$ cat src/rtl/instruction_fetch_unit.sv
// instruction_fetch_unit: owns the PC, drives ADDR_Prog and presents fetched words to decode.
// Latency: first word valid 2 edges after start; 1 word/cycle after that; 1 bubble per branch.
// Backpressure: stall with a valid word replays its address so mem_data holds; optional
// counters are enabled with `define FETCH_PERF_CNT_EN.
module instruction_fetch_unit #(
  parameter int                  DATA_WIDTH = 32,
  parameter int                  ADDR_WIDTH = 10,
  parameter int                  PC_WIDTH   = 16,
  parameter logic [PC_WIDTH-1:0] START_ADDR = 16'h1030,
  parameter logic [PC_WIDTH-1:0] END_ADDR   = 16'h1049
) (
  input  logic                  clk,
  input  logic                  rst,
  input  logic                  start,
  input  logic                  stall,
  input  logic                  branch_en,
  input  logic [PC_WIDTH-1:0]   branch_target,
  output logic [ADDR_WIDTH-1:0] ADDR_Prog,
  input  logic [DATA_WIDTH-1:0] mem_data,
  output logic [DATA_WIDTH-1:0] instr_out,
  output logic [PC_WIDTH-1:0]   instr_pc,
  output logic                  instr_valid,
  output logic                  busy,
`ifdef FETCH_PERF_CNT_EN
  output logic [31:0]           fetch_count,
  output logic [31:0]           stall_cycles,
`endif
  output logic                  done
);

  typedef enum logic [1:0] {
    IDLE  = 2'd0,
    FETCH = 2'd1,
    DONE  = 2'd2
  } state_t;

  localparam logic [PC_WIDTH-1:0] PC_ONE = {{(PC_WIDTH-1){1'b0}}, 1'b1};

  state_t              state;
  state_t              state_nxt;
  logic [PC_WIDTH-1:0] pc_q;
  logic [PC_WIDTH-1:0] infl_pc;
  logic                infl_v;

  logic in_fetch;
  logic do_start;
  logic hold;
  logic past_end;

  assign in_fetch = (state == FETCH);
  // start is only honoured outside FETCH
  assign do_start = start & (state != FETCH);
  // a presented word that decode refuses is kept and its address re-read
  assign hold     = stall & infl_v;
  assign past_end = (pc_q > END_ADDR);

  // Address mux: replay the presented word's address while stalled, else the next PC.
  // Upper PC bits are dropped on purpose; the memory applies its own base offset.
  assign ADDR_Prog   = hold ? infl_pc[ADDR_WIDTH-1:0] : pc_q[ADDR_WIDTH-1:0];
  assign instr_out   = mem_data;
  assign instr_pc    = infl_pc;
  assign instr_valid = infl_v;

  // State register
  always_ff @(posedge clk or negedge rst) begin
    if (!rst) begin
      state <= IDLE;
    end else begin
      state <= state_nxt;
    end
  end

  // Next-state logic: branch beyond the program or running off the end finishes the run
  always_comb begin
    state_nxt = state;
    case (state)
      IDLE: begin
        if (start) state_nxt = FETCH;
      end
      FETCH: begin
        if (branch_en) begin
          if (branch_target > END_ADDR) state_nxt = DONE;
        end else if (!hold && past_end) begin
          state_nxt = DONE;
        end
      end
      DONE: begin
        if (start) state_nxt = FETCH;
      end
      default: state_nxt = IDLE;
    endcase
  end

  // Status outputs decoded from state
  always_comb begin
    busy = (state == FETCH);
    done = (state == DONE);
  end

  // PC / in-flight tracking: branch squashes (even over stall), stall holds, else issue pc_q
  always_ff @(posedge clk or negedge rst) begin
    if (!rst) begin
      pc_q    <= START_ADDR;
      infl_v  <= 1'b0;
      infl_pc <= START_ADDR;
    end else if (do_start) begin
      pc_q   <= START_ADDR;
      infl_v <= 1'b0;
    end else if (in_fetch) begin
      if (branch_en) begin
        pc_q   <= branch_target;
        infl_v <= 1'b0;
      end else if (!hold) begin
        if (!past_end) begin
          infl_v  <= 1'b1;
          infl_pc <= pc_q;
          pc_q    <= pc_q + PC_ONE;
        end else begin
          infl_v <= 1'b0;
        end
      end
    end
  end

`ifdef FETCH_PERF_CNT_EN
  localparam logic [31:0] CNT_MAX = 32'hFFFF_FFFF;

  // Saturating counters of accepted words and stalled-with-valid FETCH cycles
  always_ff @(posedge clk or negedge rst) begin
    if (!rst) begin
      fetch_count  <= 32'd0;
      stall_cycles <= 32'd0;
    end else if (do_start) begin
      fetch_count  <= 32'd0;
      stall_cycles <= 32'd0;
    end else begin
      if (in_fetch && infl_v && !stall && (fetch_count != CNT_MAX))
        fetch_count <= fetch_count + 32'd1;
      if (in_fetch && hold && (stall_cycles != CNT_MAX))
        stall_cycles <= stall_cycles + 32'd1;
    end
  end
`endif

endmodule

$ cat config.mk
export PLATFORM = sky130hd
export DESIGN_NAME = instruction_fetch_unit
export DESIGN_NICKNAME = d
export VERILOG_FILES = /design/src/rtl/instruction_fetch_unit.sv
export SDC_FILE = /design/constraint.sdc
export NUM_CORES = 1
export LEC_CHECK = 0
export CAP_MARGIN = 20
export CORE_ASPECT_RATIO = 0.75
export CORE_UTILIZATION = 50
export CTS_CLUSTER_DIAMETER = 100
export DETAILED_ROUTE_END_ITERATION = 8
export DONT_BUFFER_PORTS = 1
export GPL_TIMING_DRIVEN = 0
export PLACE_DENSITY = 0.65
export SLEW_MARGIN = 20
export SYNTH_ARGS = -nofsm -noshare
export SYNTH_HDL_FRONTEND = slang
export SYNTH_SLANG_ARGS = --single-unit
$ cat constraint.sdc
create_clock -name clk -period 2.61 [get_ports clk]
set_input_delay 0.3915 -clock clk [delete_from_list [all_inputs] [get_ports clk]]
set_output_delay 0.3915 -clock clk [all_outputs]
set_load 0.005 [all_outputs]
Yosys cells after proc, flatten, opt, wreduce, memory -nomap -nowiden
Cells that the tools add are included.
{ "totals": {"latch_bits": 0, "regBits": 35, "ramBits": 0, "mem_bits_ro": 0, "elab_cells": 46, "inputBits": 53, "n_memories": 0, "out_inout_bits": 61} }
{ "op_classes": {"muxes": 16, "shift": 0, "n_div": 0, "order_cmp": 2, "bitwise": 6, "n_mul": 0, "reduce_logical": 9, "addsub": 1, "eq_ne": 8} }
{ "op_table": {"columns": ["op", "count"], "rows": [
  ["16-bit two-way mux", 5],
  ["16-bit by 13-bit > comparator with 1-bit output (second input constant)", 2],
  ["16-bit by 1-bit adder with 16-bit output (second input constant)", 1],
  ["10-bit two-way mux", 1],
  ["2-bit two-way mux", 4],
  ["3-bit by 2-bit inequality test with 1-bit output (second input constant)", 2],
  ["3-bit inequality test (second input constant)", 2],
  ["3-bit AND reduction", 2],
  ["1-bit two-way mux", 5],
  ["5-bit AND reduction", 1],
  ["2-bit by 1-bit inequality test with 1-bit output (second input constant)", 2],
  ["1-bit inverter", 4],
  ["2-bit case mux with 2 select lines", 1],
  ["1-bit AND", 2],
  ["2-bit by 1-bit == test with 1-bit output (second input constant)", 1],
  ["2-bit == test (second input constant)", 1],
  ["2-bit logical NOT", 1],
  ["2-bit AND reduction", 1],
  ["2-bit nonzero test", 1],
  ["2-bit OR reduction", 1],
  ["1-bit logical AND", 1],
  ["1-bit logical NOT", 1]
]} }

Longest topological paths before layout
Gate-level depths: netlist (run 1).
{ "logic_depth": {"word_depth": 6, "mapped_depth": 9, "depth_no_buf": 7} }

Least setup slack after synthesis (run 1)
No wires, ideal clock.
{ "synth_timing": {"path_kind": "register -> register", "from": "register pc_q[11]", "to": "register infl_pc[10], in the netlist instr_pc[10]", "slack_ns": 0.420, "setup_time_ns": 0.125, "stages_incl_launch_ff": 7, "n_path_buf": 2, "t_arrival_ns": 2.065, "cell_sequence": "dfrtp_1 -> or3_1 -> a22o_1 -> or4_1 -> buf_2 -> buf_6 -> mux2_4"} }
{ "synth_between": {"elab_chain_cells": 3} }
{ "synth_lines": {"columns": ["element", "line_no", "source"], "rows": [
  ["start, declared", "41", "logic [PC_WIDTH-1:0] pc_q;"],
  ["start signal, assigned", "111", "pc_q <= branch_target;"],
  ["start signal, assigned", "117", "pc_q <= pc_q + PC_ONE;"],
  ["16-bit by 13-bit > comparator with 1-bit output", "55", "assign past_end = (pc_q > END_ADDR);"],
  ["1-bit inverter (no source line)", null, null],
  ["5-bit AND reduction (no source line)", null, null],
  ["end signal, assigned", "116", "infl_pc <= pc_q;"],
  ["end, declared", "42", "logic [PC_WIDTH-1:0] infl_pc;"]
]} }
No other way between the ends.
A chain may end at the register's enable or synchronous reset.

Worst setup path after layout (run 1)
{ "layout_timing": {"from": "register pc_q[11]", "to": "register pc_q[9]"} }
{ "layout_between": {"elab_chain_cells": 3} }
{ "layout_lines": {"columns": ["element", "line_no"], "rows": [
  ["16-bit by 13-bit > comparator with 1-bit output", "55"],
  ["3-bit inequality test (no source line)", null],
  ["3-bit AND reduction (no source line)", null]
]} }
No other way between the ends.

==> results of run 1 <==
[worst paths after layout]
kind	start	to	slack, ns
worst min register to register	instr_pc[5]$_DFFE_PN1P_	instr_pc[5]$_DFFE_PN1P_	0.50
worst max-delay path	pc_q[11]$_DFFE_PN0P_	pc_q[9]$_DFFE_PN0P_	0.18
worst max register to register	pc_q[11]$_DFFE_PN0P_	pc_q[9]$_DFFE_PN0P_	0.18
min in group asynchronous	rst	pc_q[15]$_DFFE_PN0P_	0.58
worst min-delay path	branch_target[12]	pc_q[12]$_DFFE_PN1P_	0.23
max in group asynchronous	rst	instr_pc[5]$_DFFE_PN1P_	1.78
[cell families (layout without fill, tap and decap cells)]
family / count (synthesis) / in the layout / share of synthesized area [%]
xor gates and xnor gates: 1 / 1 / 0.374
adders and majority gates: 3 / 3 / 1.60
buffers and inverters: 55 / 65 / 14.4
DFF: 35 / 35 / 37.7
AOI/OAI and AO/OA: 60 / 60 / 17.4
and+or+nand+nor: 78 / 78 / 17.7
muxes: 21 / 21 / 10.9
[final cells by class]
| class | count | area, um^2 | area share [%] |
|---|---|---|---|
| Multi-Input combinational cell | 163 | 1120 | 44.3 |
| Sequential cell | 35 | 883 | 34.8 |
| Timing Repair Buffer | 2 | 30.0 | 1.18 |
| Tap cell | 57 | 71.3 | 2.81 |
| Inverter | 9 | 33.8 | 1.33 |
| Clock buffer | 7 | 86.3 | 3.41 |
| Clock inverter | 1 | 5.00 | 0.197 |
| Buffer | 46 | 303 | 11.9 |
[state kept, by name, summed over array words and instances (netlist names)]
signal / cells
instr_valid: 1
state: 2
instr_pc: 16
pc_q: 16
[metrics by stage]
step	hold slack, ns	total power, W	instance area [um^2]	setup slack [ns]
6_report	0.226	0.00260	2530	0.183
5_1_grt	0.214	0.00280	2530	0.0714
3_5_place_dp	0.0967	0.00216	2410	0.267
2_1_floorplan	0.0959	0.00186	2340	0.420
4_1_cts	0.221	0.00260	2530	0.244
3_3_place_gp	0.0966	0.00213	2410	0.270
[per-layer routing]
metal / part of all wire (%) / up-vias
li1: - / 902
met4: 1.2 / 0
met3: 10 / 11
met1: 45 / 971
met5: 0 / -
met2: 43 / 95
[worst max-delay path, delay by kind of cell (launching register included)]
kind | cells | cell delay [ns]
and+or+nand+nor | 3 | 0.95
AOI/OAI and AO/OA | 2 | 0.58
DFF | 1 | 0.46
buffers and inverters | 1 | 0.32
[power groups by stage]
stage	registers [W]	logic, W	clock network (W)
finish	0.00102	0.00118	0.000407
global route	0.00105	0.00130	0.000445
CTS	0.00102	0.00117	0.000417
detailed placement	0.00102	0.00114	0
global placement	0.00101	0.00112	0
floorplan	0.000950	0.000909	0
[placed cells by master (no fill, tap or decap), types with 3 or more instances in the layout]
master / count
a22o_1: 3
clkbuf_1: 11
nand2b_1: 3
and3_1: 3
dfstp_2: 6
mux2_2: 12
nor3b_1: 3
nor4_1: 3
nor3_1: 4
and4_1: 3
or4_1: 3
buf_4: 32
o21ai_0: 16
dfrtp_1: 29
a21oi_1: 9
o22ai_1: 3
ha_1: 3
nand2_1: 19
nand4_1: 4
nor2_1: 11
clkbuf_8: 6
mux2i_1: 3
mux2_4: 6
nand3_1: 11
inv_1: 9
a32o_1: 5
a31oi_1: 4
and2_1: 5
o31ai_1: 3
==> results.toml, run 1 <==
[synthesis]
synth_flop_cell = "dfrtp_1"
yosysUniqueCellTypes = 48
synth_top_area_cell = "dfrtp_1"
synth_enable_flop_cells = 0
mappedNetlistNets = 309
synth_area_per_cell_um2 = 9.26
seq_area_frac_synth_pct = 37.7
synthTopCellsByArea = "dfrtp_1, buf_4, dfstp_2"
synth_top_area_share_pct = 31.0
netlist_area_um2 = 2340
synth_warnings = 0
ys_seq_elements = 35
async_flop_share_pct = 100
synth_most_common_cell = "buf_4"
synthTopCellsByCount = "buf_4, dfrtp_1, nand2_1, o21ai_0, mux2_2"
postSynthCellCount = 253

[critical_path]
path_max_fanout = 10
worstSetupPathType = "reg2reg"
critPathSlowestCell = "dfrtp_1"
critPathArrivalTime_ns = 2.61
worstPathRequired_ns = 2.79
end_kind = "flop"
path_cells = "or3_1 > a22o_1 > nor3_1 > buf_2 > nand4_1 > a32o_1"
worst-r2r-cell-count = 6
slowest_delay_ns = 0.46
cp-start-kind = "flop"

[sta]
final_hold_viol_count = 0
slew_violations = 0
setup-violations-final = 0
tns_ns = 0
fin_crit_ns = 2.43
slew_headroom_pct = 54.9
worstMarginPinSlew_ns = 0.675
skew_ns = 0.00829
period_share_pct = 93.0
rsz0062_at_grt = "no"
fmax_ghz = 0.412

[final_layout]
drive_gt1_share_pct = 25.5
antenna_cells = 0
syn2layout_area_growth_pct = 8.23
fin_util_pct = 56.8
fin_nets = 318
fill_cells = 432
fin_cells = 320

[clock_tree]
clk_pin_slew_worst_paths_ns = 0.07
cts_buffer_depth = 2
cts_buffers = 5
cts_max_level = 2
cts_hold_buf = 2
insertion_delay_ns = 0.29
tritoncts = "yes"
cts.repair.resized = 0
cts-root-buf = "clkbuf_8"
clock_sinks = 35
post_cts_buffers = 0

[routing]
wire_per_inst_um = 19.0
final_antenna_net_count = 0
dr.pass1.iters = 4
dr_total_vias = 1979
vias_per_cell = 6.18
drc = 0
wirelength_um = 6080
dr.first_iter.drc_count = 242

[power_and_ir_drop]
seqPwrFrac_pct = 39.1
powerDensity_nw_per_um2 = 1030
p_comb_share_pct = 45.2
clkPwrFrac_pct = 15.6
power_switching_w = 0.00112
irDropWorstVdd_mv = 0.458
sw_frac_of_total_pct = 42.9
power_leakage_nw = 1.15
power.internal_w = 0.00148

[global_route]
grt.total_usage_pct = 25.6
grt_use_met2_pct = 36.9
grt_max_degree = 36
grt_pass1_vias = 1801
top_usage_layer = "met2"
met3_usage_pct = 7.56
grt_overflow = 0
grt_pass1_wl_um = 9230
antenna_found_initial = 0
use_met1_pct = 36.1

[place]
dp_cells = 310
port_buffers = 0
hpwlAfterDp_um = 4460
place.gp.congestion = 0.916

[floorplanning]
rows = 21
die_area_um2 = 4970
die_h_um = 61.3
start_util_pct = 52.4
dieWidth_um = 81.0
ios = 114
core_um2 = 4470

[outcome]
status = "finished clean"

[hold_path]
hp-class = "in2reg"
holdPathStages = 1

[flow_run]
cap_violations = 0
(Power assumes the default switching activity.)
==> inputs of run 2 (changes only) <==
--- a/config.mk
+++ b/config.mk
@@ -13,6 +13,7 @@
 export DONT_BUFFER_PORTS = 1
 export GPL_TIMING_DRIVEN = 0
 export PLACE_DENSITY = 0.65
+export REMOVE_ABC_BUFFERS = 1
 export SLEW_MARGIN = 20
 export SYNTH_ARGS = -nofsm -noshare
 export SYNTH_HDL_FRONTEND = slang
==> results.toml, run 2 (synthesis results as in run 1) <==
[critical_path]
critPathArrivalTime_ns = 2.64
worstSetupPathType = "reg2reg"
critPathSlowestCell = "or4_4"
path_cells = "nand2b_1 > inv_1 > nand2_1 > or4_4 > mux2_4"
cp-start-kind = "flop"
end_kind = "flop"
worstPathRequired_ns = 2.79
path_max_fanout = 22
slowest_delay_ns = 0.64

[routing]
wirelength_um = 6590
dr.first_iter.drc_count = 203
final_antenna_net_count = 0
dr_total_vias = 1820
dr.pass1.iters = 4
vias_per_cell = 6.57
drc = 0
wire_per_inst_um = 23.8

[power_and_ir_drop]
clkPwrFrac_pct = 18.1
irDropWorstVdd_mv = 0.595
seqPwrFrac_pct = 39.1
power.internal_w = 0.00162
finalPower_w = 0.00276
sw_frac_of_total_pct = 41.1
p_comb_share_pct = 42.7
power_switching_w = 0.00113
power_leakage_nw = 1.01
powerDensity_nw_per_um2 = 1200

[final_layout]
stdcell_area_um2 = 2300
fin_nets = 275
layout_commonest_cell = "dfrtp_1"
final_cell_mix = "dfrtp_1, nand2_1, o21ai_0, mux2_2"
drive_gt1_share_pct = 17.3
syn2layout_area_growth_pct = -1.66
antenna_cells = 0
fin_cells = 277
fin_util_pct = 51.6

[hold_path]
hp-class = "in2reg"

[clock_tree]
cts-root-buf = "clkbuf_8"
clk_pin_slew_worst_paths_ns = 0.07
cts_buffer_depth = 2
clock_sinks = 35
cts_max_level = 2
tritoncts = "yes"
insertion_delay_ns = 0.30
cts_buffers = 5

[sta]
slew_headroom_pct = 55.5
worstMarginPinSlew_ns = 0.667
rsz0062_at_grt = "no"
fin_crit_ns = 2.46
slew_violations = 0
final_hold_viol_count = 0
setup-violations-final = 0
fin_hold_ws_ns = 0.224
fmax_ghz = 0.407
period_share_pct = 94.2
skew_ns = 0.00887

[floorplanning]
dieWidth_um = 81.0
die_h_um = 61.3
start_util_pct = 52.4
core_um2 = 4470
rows = 21
die_area_um2 = 4970
ios = 114

[place]
placed_area_um2 = 2120
hpwlAfterDp_um = 4700
dp_cells = 264
port_buffers = 0
place.gp.congestion = 0.858

[global_route]
grt_pass1_wl_um = 9760
grt_overflow = 0
grt_pass1_vias = 1655
antenna_found_initial = 0
grt.total_usage_pct = 28.6
grt_max_degree = 36

[outcome]
status = "finished clean"

[flow_run]
cap_violations = 0
run 2: worst paths after layout:
check	start	end	slack, ns	cells past startpoint
worst max-delay path	state[1]$_DFFE_PN0P_	instr_pc[10]$_DFFE_PN0P_	0.15	5
worst min-delay path	branch_target[12]	pc_q[12]$_DFFE_PN1P_	0.22	1
worst max register to register	state[1]$_DFFE_PN0P_	instr_pc[10]$_DFFE_PN0P_	0.15	5
worst min register to register	instr_pc[12]$_DFFE_PN1P_	instr_pc[12]$_DFFE_PN1P_	0.50	2
max in group asynchronous	rst	pc_q[12]$_DFFE_PN1P_	1.80	2
min in group asynchronous	rst	pc_q[1]$_DFFE_PN0P_	0.54	2
run 2: power groups by stage:
| stage | clock [W] | sequential [W] | combinational [W] |
|---|---|---|---|
| 2_1_floorplan | 0 | 0.000994 | 0.000772 |
| 3_3_place_gp | 0 | 0.00107 | 0.000957 |
| 3_5_place_dp | 0 | 0.00108 | 0.000968 |
| 4_1_cts | 0.000507 | 0.00107 | 0.00102 |
| 5_1_grt | 0.000534 | 0.00113 | 0.00130 |
| 6_report | 0.000500 | 0.00108 | 0.00118 |
run 2: stage by stage:
step                      TNS, ns  setup WS (ns)
after global routing            0         0.0632
after floorplan                 0         0.0761
final                           0          0.151
after CTS                       0          0.167
after global placement      -6.38         -0.698
after detailed placement   -0.969         -0.119
run 2: cell type report:
class,count,area (um^2)
repair buffers,5,65.1
flip-flops and latches,35,883
well taps,57,71.3
multi-input cells,163,1140
inverters,9,33.8
clock inverters,3,43.8
clock buffers,5,68.8
fillers,431,2160
run 2: per-layer routing:
| metal | wire length [um] | vias up | GRT usage, % |
|---|---|---|---|
| li1 | - | 824 | - |
| met1 | 3110 | 866 | 41.3 |
| met2 | 2460 | 120 | 32.7 |
| met3 | 959 | 10 | 17.2 |
| met4 | 73 | 0 | 9.18 |
| met5 | 0 | - | 11.0 |
run 2: repair_timing:
| action | in CTS | in global routing |
|---|---|---|
| gates cloned | 0 | 0 |
| hold buffers | 2 | 0 |
| setup buffers | 0 | 3 |
| resized for setup | 2 | 0 |
| setup endpoints to repair | 16 | 3 |
| hold endpoints to repair | 35 | 0 |
| pin swaps | 0 | 1 |
run 2: worst max-delay path: cells and delay by family (launching register included):
| family | cells | cell delay, ns |
|---|---|---|
| and+or+nand+nor | 3 | 1.21 |
| buffers and inverters | 1 | 0.36 |
| DFF | 1 | 0.42 |
| muxes | 1 | 0.35 |
